### src/rtl/cpu_pkg.sv
// Shared encodings for the hardwired control unit: opcodes, sequencer states,
// instruction classes and the small decode helpers used by the sequencer.
package cpu_pkg;

    localparam logic [4:0] OP_LD   = 5'b00000;
    localparam logic [4:0] OP_LDI  = 5'b00001;
    localparam logic [4:0] OP_ST   = 5'b00010;
    localparam logic [4:0] OP_ADD  = 5'b00011;
    localparam logic [4:0] OP_SUB  = 5'b00100;
    localparam logic [4:0] OP_AND  = 5'b00101;
    localparam logic [4:0] OP_OR   = 5'b00110;
    localparam logic [4:0] OP_SHR  = 5'b00111;
    localparam logic [4:0] OP_SHL  = 5'b01000;
    localparam logic [4:0] OP_ROR  = 5'b01001;
    localparam logic [4:0] OP_ROL  = 5'b01010;
    localparam logic [4:0] OP_ADDI = 5'b01011;
    localparam logic [4:0] OP_ANDI = 5'b01100;
    localparam logic [4:0] OP_ORI  = 5'b01101;
    localparam logic [4:0] OP_MUL  = 5'b01110;
    localparam logic [4:0] OP_DIV  = 5'b01111;
    localparam logic [4:0] OP_BR   = 5'b10010;
    localparam logic [4:0] OP_NOP  = 5'b11001;
    localparam logic [4:0] OP_HALT = 5'b11010;

    typedef enum logic [3:0] {
        sRst, sT0, sT1, sT2, sT3, sT4, sT5, sT6, sT7, sHalt
    } ctrlState_t;

    typedef enum logic [3:0] {
        clsRAlu, clsIAlu, clsLdi, clsLd, clsSt, clsMulDiv, clsBr, clsNop, clsHalt
    } opClass_t;

    // True when st is the last execute step of the class; stop is honoured here.
    function automatic logic isFinalState(input opClass_t cls, input ctrlState_t st);
        case (cls)
            clsRAlu, clsIAlu, clsLdi: return st == sT5;
            clsLd, clsSt:             return st == sT7;
            clsMulDiv, clsBr:         return st == sT6;
            default:                  return 1'b1;
        endcase
    endfunction

    function automatic logic [4:0] immAluOp(input logic [4:0] opcode);
        case (opcode)
            OP_ANDI: return OP_AND;
            OP_ORI:  return OP_OR;
            default: return OP_ADD;
        endcase
    endfunction

endpackage

### src/rtl/op_class_decode.sv
// Maps the IR opcode field to the instruction class that selects the
// execute sequence; anything not recognised behaves as a nop.
module op_class_decode
    import cpu_pkg::*;
(
    input  logic [4:0] opcode,
    output opClass_t   opClass
);

    // NOTE: assigning a default before the case keeps this purely combinational
    // (no latch) even for opcodes no branch lists.
    always_comb begin
        opClass = clsNop;
        case (opcode)
            OP_ADD, OP_SUB, OP_AND, OP_OR,
            OP_SHR, OP_SHL, OP_ROR, OP_ROL: opClass = clsRAlu;
            OP_ADDI, OP_ANDI, OP_ORI:       opClass = clsIAlu;
            OP_LDI:                         opClass = clsLdi;
            OP_LD:                          opClass = clsLd;
            OP_ST:                          opClass = clsSt;
            OP_MUL, OP_DIV:                 opClass = clsMulDiv;
            OP_BR:                          opClass = clsBr;
            OP_HALT:                        opClass = clsHalt;
            default:                        opClass = clsNop;
        endcase
    end

endmodule

### src/rtl/control_unit.sv
// Hardwired Moore sequencer: fetch (T0-T2), opcode-class execute steps
// (T3-T7), and a HALT state left only through clr.
module control_unit
    import cpu_pkg::*;
(
    input  logic        clk,
    input  logic        clr,
    input  logic [31:0] ir,
    input  logic        con_ff,
    input  logic        stop,
    output logic        PCout,
    output logic        ZHighout,
    output logic        ZLowout,
    output logic        MDRout,
    output logic        Cout,
    output logic        BAout,
    output logic        PCin,
    output logic        MARin,
    output logic        MDRin,
    output logic        IRin,
    output logic        Yin,
    output logic        HIin,
    output logic        LOin,
    output logic        ZHIin,
    output logic        ZLOin,
    output logic        CONin,
    output logic        Gra,
    output logic        Grb,
    output logic        Grc,
    output logic        Rin,
    output logic        Rout,
    output logic        IncPC,
    output logic        Read,
    output logic        Write,
    output logic [4:0]  operation,
    output logic        Run
);

    ctrlState_t state, nextState;
    opClass_t   opClass;
    logic [4:0] opcode;
    logic       unusedIrBits;

    assign opcode       = ir[31:27];
    assign unusedIrBits = ^ir[26:0];

    op_class_decode uDecode (
        .opcode  (opcode),
        .opClass (opClass)
    );

    // NOTE: state registers use non-blocking assignment so every flop samples
    // the pre-edge value of nextState.
    always_ff @(posedge clk) begin
        if (clr) state <= sRst;
        else     state <= nextState;
    end

    always_comb begin
        {PCout, ZHighout, ZLowout, MDRout, Cout, BAout} = '0;
        {PCin, MARin, MDRin, IRin, Yin, HIin, LOin, ZHIin, ZLOin, CONin} = '0;
        {Gra, Grb, Grc, Rin, Rout, IncPC, Read, Write} = '0;
        operation = 5'b00000;
        Run       = 1'b1;
        nextState = state;

        case (state)
            sRst: nextState = sT0;

            sT0: begin
                PCout = 1'b1; MARin = 1'b1; IncPC = 1'b1; ZLOin = 1'b1;
                nextState = sT1;
            end

            sT1: begin
                ZLowout = 1'b1; PCin = 1'b1; Read = 1'b1; MDRin = 1'b1;
                nextState = sT2;
            end

            sT2: begin
                MDRout = 1'b1; IRin = 1'b1;
                if (opClass == clsHalt)     nextState = sHalt;
                else if (opClass == clsNop) nextState = sT0;
                else                        nextState = sT3;
            end

            sT3: begin
                case (opClass)
                    clsRAlu, clsIAlu:   begin Grb = 1'b1; Rout = 1'b1; Yin = 1'b1; end
                    clsLdi, clsLd, clsSt: begin Grb = 1'b1; BAout = 1'b1; Yin = 1'b1; end
                    clsMulDiv:          begin Gra = 1'b1; Rout = 1'b1; Yin = 1'b1; end
                    clsBr:              begin Gra = 1'b1; Rout = 1'b1; CONin = 1'b1; end
                    default: ;
                endcase
                nextState = sT4;
            end

            sT4: begin
                case (opClass)
                    clsRAlu: begin
                        Grc = 1'b1; Rout = 1'b1; ZLOin = 1'b1; operation = opcode;
                    end
                    clsIAlu: begin
                        Cout = 1'b1; ZLOin = 1'b1; operation = immAluOp(opcode);
                    end
                    clsLdi, clsLd, clsSt: begin
                        Cout = 1'b1; ZLOin = 1'b1; operation = OP_ADD;
                    end
                    clsMulDiv: begin
                        Grb = 1'b1; Rout = 1'b1; ZHIin = 1'b1; ZLOin = 1'b1;
                        operation = opcode;
                    end
                    clsBr:   begin PCout = 1'b1; Yin = 1'b1; end
                    default: ;
                endcase
                nextState = sT5;
            end

            sT5: begin
                case (opClass)
                    clsRAlu, clsIAlu, clsLdi: begin ZLowout = 1'b1; Gra = 1'b1; Rin = 1'b1; end
                    clsLd, clsSt:  begin ZLowout = 1'b1; MARin = 1'b1; end
                    clsMulDiv:     begin ZLowout = 1'b1; LOin = 1'b1; end
                    clsBr:         begin Cout = 1'b1; ZLOin = 1'b1; operation = OP_ADD; end
                    default: ;
                endcase
                if (isFinalState(opClass, state)) nextState = stop ? sHalt : sT0;
                else                              nextState = sT6;
            end

            sT6: begin
                case (opClass)
                    clsLd:     begin Read = 1'b1; MDRin = 1'b1; end
                    clsSt:     begin Gra = 1'b1; Rout = 1'b1; MDRin = 1'b1; end
                    clsMulDiv: begin ZHighout = 1'b1; HIin = 1'b1; end
                    clsBr:     begin ZLowout = con_ff; PCin = con_ff; end
                    default: ;
                endcase
                if (isFinalState(opClass, state)) nextState = stop ? sHalt : sT0;
                else                              nextState = sT7;
            end

            sT7: begin
                case (opClass)
                    clsLd:   begin MDRout = 1'b1; Gra = 1'b1; Rin = 1'b1; end
                    clsSt:   Write = 1'b1;
                    default: ;
                endcase
                nextState = stop ? sHalt : sT0;
            end

            sHalt: Run = 1'b0;

            default: nextState = sRst;
        endcase
    end

endmodule
### config.mk
export PLATFORM = sky130hd
export DESIGN_NAME = control_unit
export DESIGN_NICKNAME = d
export VERILOG_FILES = /design/src/rtl/cpu_pkg.sv /design/src/rtl/op_class_decode.sv /design/src/rtl/control_unit.sv
export SDC_FILE = /design/constraint.sdc
export NUM_CORES = 1
export LEC_CHECK = 0
export ABC_AREA = 0
export BUFFER_PORTS_ARGS = -buffer_cell sky130_fd_sc_hd__buf_2
export CAP_MARGIN = 20
export CORE_MARGIN = 2
export CORE_UTILIZATION = 30
export DETAILED_ROUTE_END_ITERATION = 10
export MAX_ROUTING_LAYER = met4
export PLACE_DENSITY_LB_ADDON = 0.1
export SLEW_MARGIN = 20
export SYNTH_ARGS = -nofsm -noshare
export SYNTH_HDL_FRONTEND = slang
export SYNTH_SLANG_ARGS = --single-unit
### constraint.sdc
create_clock -name clk -period 1.6 [get_ports clk]
set_input_delay 0.24 -clock clk [delete_from_list [all_inputs] [get_ports clk]]
set_output_delay 0.24 -clock clk [all_outputs]
set_load 0.01 [all_outputs]
==> run summary <==
The run finished, with violations left. The final reports fail on negative setup slack. Summed over all failing endpoints, the final setup total negative slack is -2039 ps. The number of warnings printed during yosys synthesis is 0. TritonCTS built the clock tree. The overflow left after global routing is 0. After detailed routing, the average wire length per cell comes to 15.05 um. The reg-to-reg critical path startpoint is state[1]$_SDFFE_PP0P_. The final-report max-slew violation count came out at 0. The number of antenna violations at the first check in global routing was 0. The static power due to leakage came out at 0.7532 nW. Clock-pin slew was measured on the worst setup and hold paths at 40 ps. In this run the vertical extent of the chip is 58.53 um. The worst hold margin is 271.3 ps.

In this run, synthesis produced a sequential element count of 4. The core area is 0.002781 sq mm. For this design, the sink count on the clock tree is 4. The number of CTS-inserted buffers is 3. The initial cell density of the core is 0.3207. The full die area came out at 0.003426 sq mm. The number of vias in the routed layout is 1,293. The total track usage is 0.2043. The post-synthesis instance area came out at 892.1 sq um.

In the layout the commonest cells are sky130_fd_sc_hd__buf_4 (40), sky130_fd_sc_hd__buf_2 (29), sky130_fd_sc_hd__buf_6 (12). The post-route core utilization is 0.5969. After detailed routing, the total wire length is 3522 um.

After detailed routing, the number of vias per cell comes to 5.526. The tree is rooted in a sky130_fd_sc_hd__clkbuf_4. The number of antenna repair diodes came out at 0. The global-route wire length before repair came out at 5375 um.

The maximum number of pins on one net before global-route repair came out at 15. The maximum fanout encountered on the critical timing path came out at 4. The H-tree depth reported by CTS is 1. The number of placed I/O pins came out at 66. The first-pass iteration count of the detailed router is 4. The worst-skew pair later-pin latency came out at 240 ps. The min-delay analysis places its worst path in the category input port to flip-flop. The synthesized instance count is 132. The worst ir drop on vdd is 0.3287 mV. The remaining number of nets flagged by the antenna check after routing is 0. The portion of the post-synthesis area used by sequential elements is 0.08976. In the final design database the tool counted 241 nets. In the synthesized netlist the dominant register cell turns out to be sky130_fd_sc_hd__dfxtp_1.

Detailed placement finished with a half-perimeter wire length of 2550 um. Setup repair after global routing could not meet its margin everywhere. The final weighted congestion in routability-driven placement is 0.8557. The area added between synthesis and finish is 86.11%. The path with the worst hold slack has its endpoint at state[2]$_SDFFE_PP0P_.

In the final layout, the registers with the most flip-flops are state x4. The row count came out at 19. Timing would allow up to 557.4 MHz. The number of failing setup endpoints in the final timing report is 23. The count of endpoints failing hold in the final timing report is 0. The most common library cell in the layout ignoring fill and taps is sky130_fd_sc_hd__buf_4. The flip-flop count of the largest register, all copies and words added came out at 4. The design draws 0.6229 mW. The cell type with the largest total area after synthesis is sky130_fd_sc_hd__dfxtp_1. The worst register-to-register path has a setup slack of 30 ps.

By area the synthesized netlist is led by sky130_fd_sc_hd__dfxtp_1 (9.0%), sky130_fd_sc_hd__nor2_1 (6.3%), sky130_fd_sc_hd__clkbuf_8 (6.2%). The synthesized design contains 0 enable-type register cells. The net count after synthesis is 168.

The number of max-cap violations is 0. The critical path startpoint category is a flip-flop. The capturing element type of the critical path is an output port. The setup path with the least slack is of type flip-flop to output port. The area share of the leading cell type in the synthesized netlist came out at 0.08976.

The residual DRC count came out at 0. The distinct cell type count after synthesis came out at 45. The initial detailed-routing violation count is 54.

The required time at the worst-slack endpoint came out at 1360 ps. At the worst endpoint, the arrival time is 1550 ps. The worst hold path passes through 2 cells. The die width is 58.53 um. Clock skew on the completed layout was measured at 10.96 ps. The depth of the worst register-to-register path came out at 5.

The power density over the cells came out at 375.2 mW/mm^2. During placement, the flow inserted port buffers numbering 37. The post-route minimum period is 1794 ps. The startpoint of the worst hold path is clr. The endpoint identified for the worst register-to-register timing path is state[3]$_SDFFE_PP0P_.

The mean instance size in the synthesized netlist is 6.758 sq um. The longest clock path from root to sink contains 2 buffers. In the post-route analysis, the smallest setup slack over all paths is -194.1 ps. The share of the cycle needed by the critical path after routing came out at 1.121. The largest register by flop count is state.

The number of global-route vias before repair came to 1,145. The share of flip-flops with an asynchronous set or reset after synthesis came out at 0. In the final layout, the share of cells above drive strength 1 is 0.6305.
## cells in the mapped netlist (4+ instances only)
master / count
sky130_fd_sc_hd__a21oi_1: 6
sky130_fd_sc_hd__clkbuf_1: 7
sky130_fd_sc_hd__clkbuf_8: 4
sky130_fd_sc_hd__dfxtp_1: 4
sky130_fd_sc_hd__inv_1: 4
sky130_fd_sc_hd__nand2_1: 11
sky130_fd_sc_hd__nand3_1: 8
sky130_fd_sc_hd__nor2_1: 15
sky130_fd_sc_hd__nor3_1: 7
sky130_fd_sc_hd__o21ai_0: 6
## cell type report
class                   count  area, sq um
inverters                   4        15.01
well taps                  31        38.79
multi-input cells         110        905.9
clock buffers               3        22.52
repair buffers             82        588.1
flip-flops and latches      4        90.09
fillers                   258         1121
## how the worst max path moves through the flow
stage                                      from    to  slack [ps]  cells after the start
after global placement                   ir[29]   Yin        -190                      5
after global routing      state[0]$_SDFFE_PP0P_  Rout        -260                      4
final                     state[0]$_SDFFE_PP0P_  Rout        -190                      4
after floorplan                          ir[27]   Yin          -9                      3
after detailed placement                 ir[29]   Yin        -230                      5
after CTS                 state[0]$_SDFFE_PP0P_  Rout        -190                      4
## where the power goes
part,switching (mW),internal [mW]
clock network,0.0457,0.0842
logic,0.193,0.180
registers,0.0115,0.108
total,0.251,0.372
## per-layer routing
layer | global-route usage | part of all wire | up-vias
li1 | - | - | 628
met1 | 0.2867 | 0.45 | 612
met2 | 0.3034 | 0.48 | 51
met3 | 0.01538 | 0.066 | 2
met4 | 0.07973 | 0.0040 | 0
met5 | - | 0 | -
## cell families after synthesis
logic type,share of synthesized area
AO/OA/AOI/OAI,0.2370
XOR/XNOR,0.02946
buffers and inverters,0.1374
flip-flops,0.08977
other,0.004204
AND/OR/NAND/NOR,0.5021
## worst max-delay path, cell delays in order (launching register included)
cell,delay (ps)
sky130_fd_sc_hd__dfxtp_2,340
sky130_fd_sc_hd__or2b_4,300
sky130_fd_sc_hd__or3_4,350
sky130_fd_sc_hd__o211ai_1,170
sky130_fd_sc_hd__buf_2,160
## through the flow
stage	instances	worst slack [ps]	cell area [sq um]
after floorplan	132	-9.157	904.6
after global placement	223	-188.8	1299
after detailed placement	223	-231.2	1299
after CTS	229	-186.5	1484
after global routing	234	-259.9	1660
final	234	-194.1	1660
## repair_timing
action,CTS,global route
pin swaps,7,7
endpoints found under the setup margin,25,28
hold endpoints to repair,0,0
buffers inserted,3,5
hold buffers,0,0
resized for setup,33,30
Power figures use the tool's default switching activity.
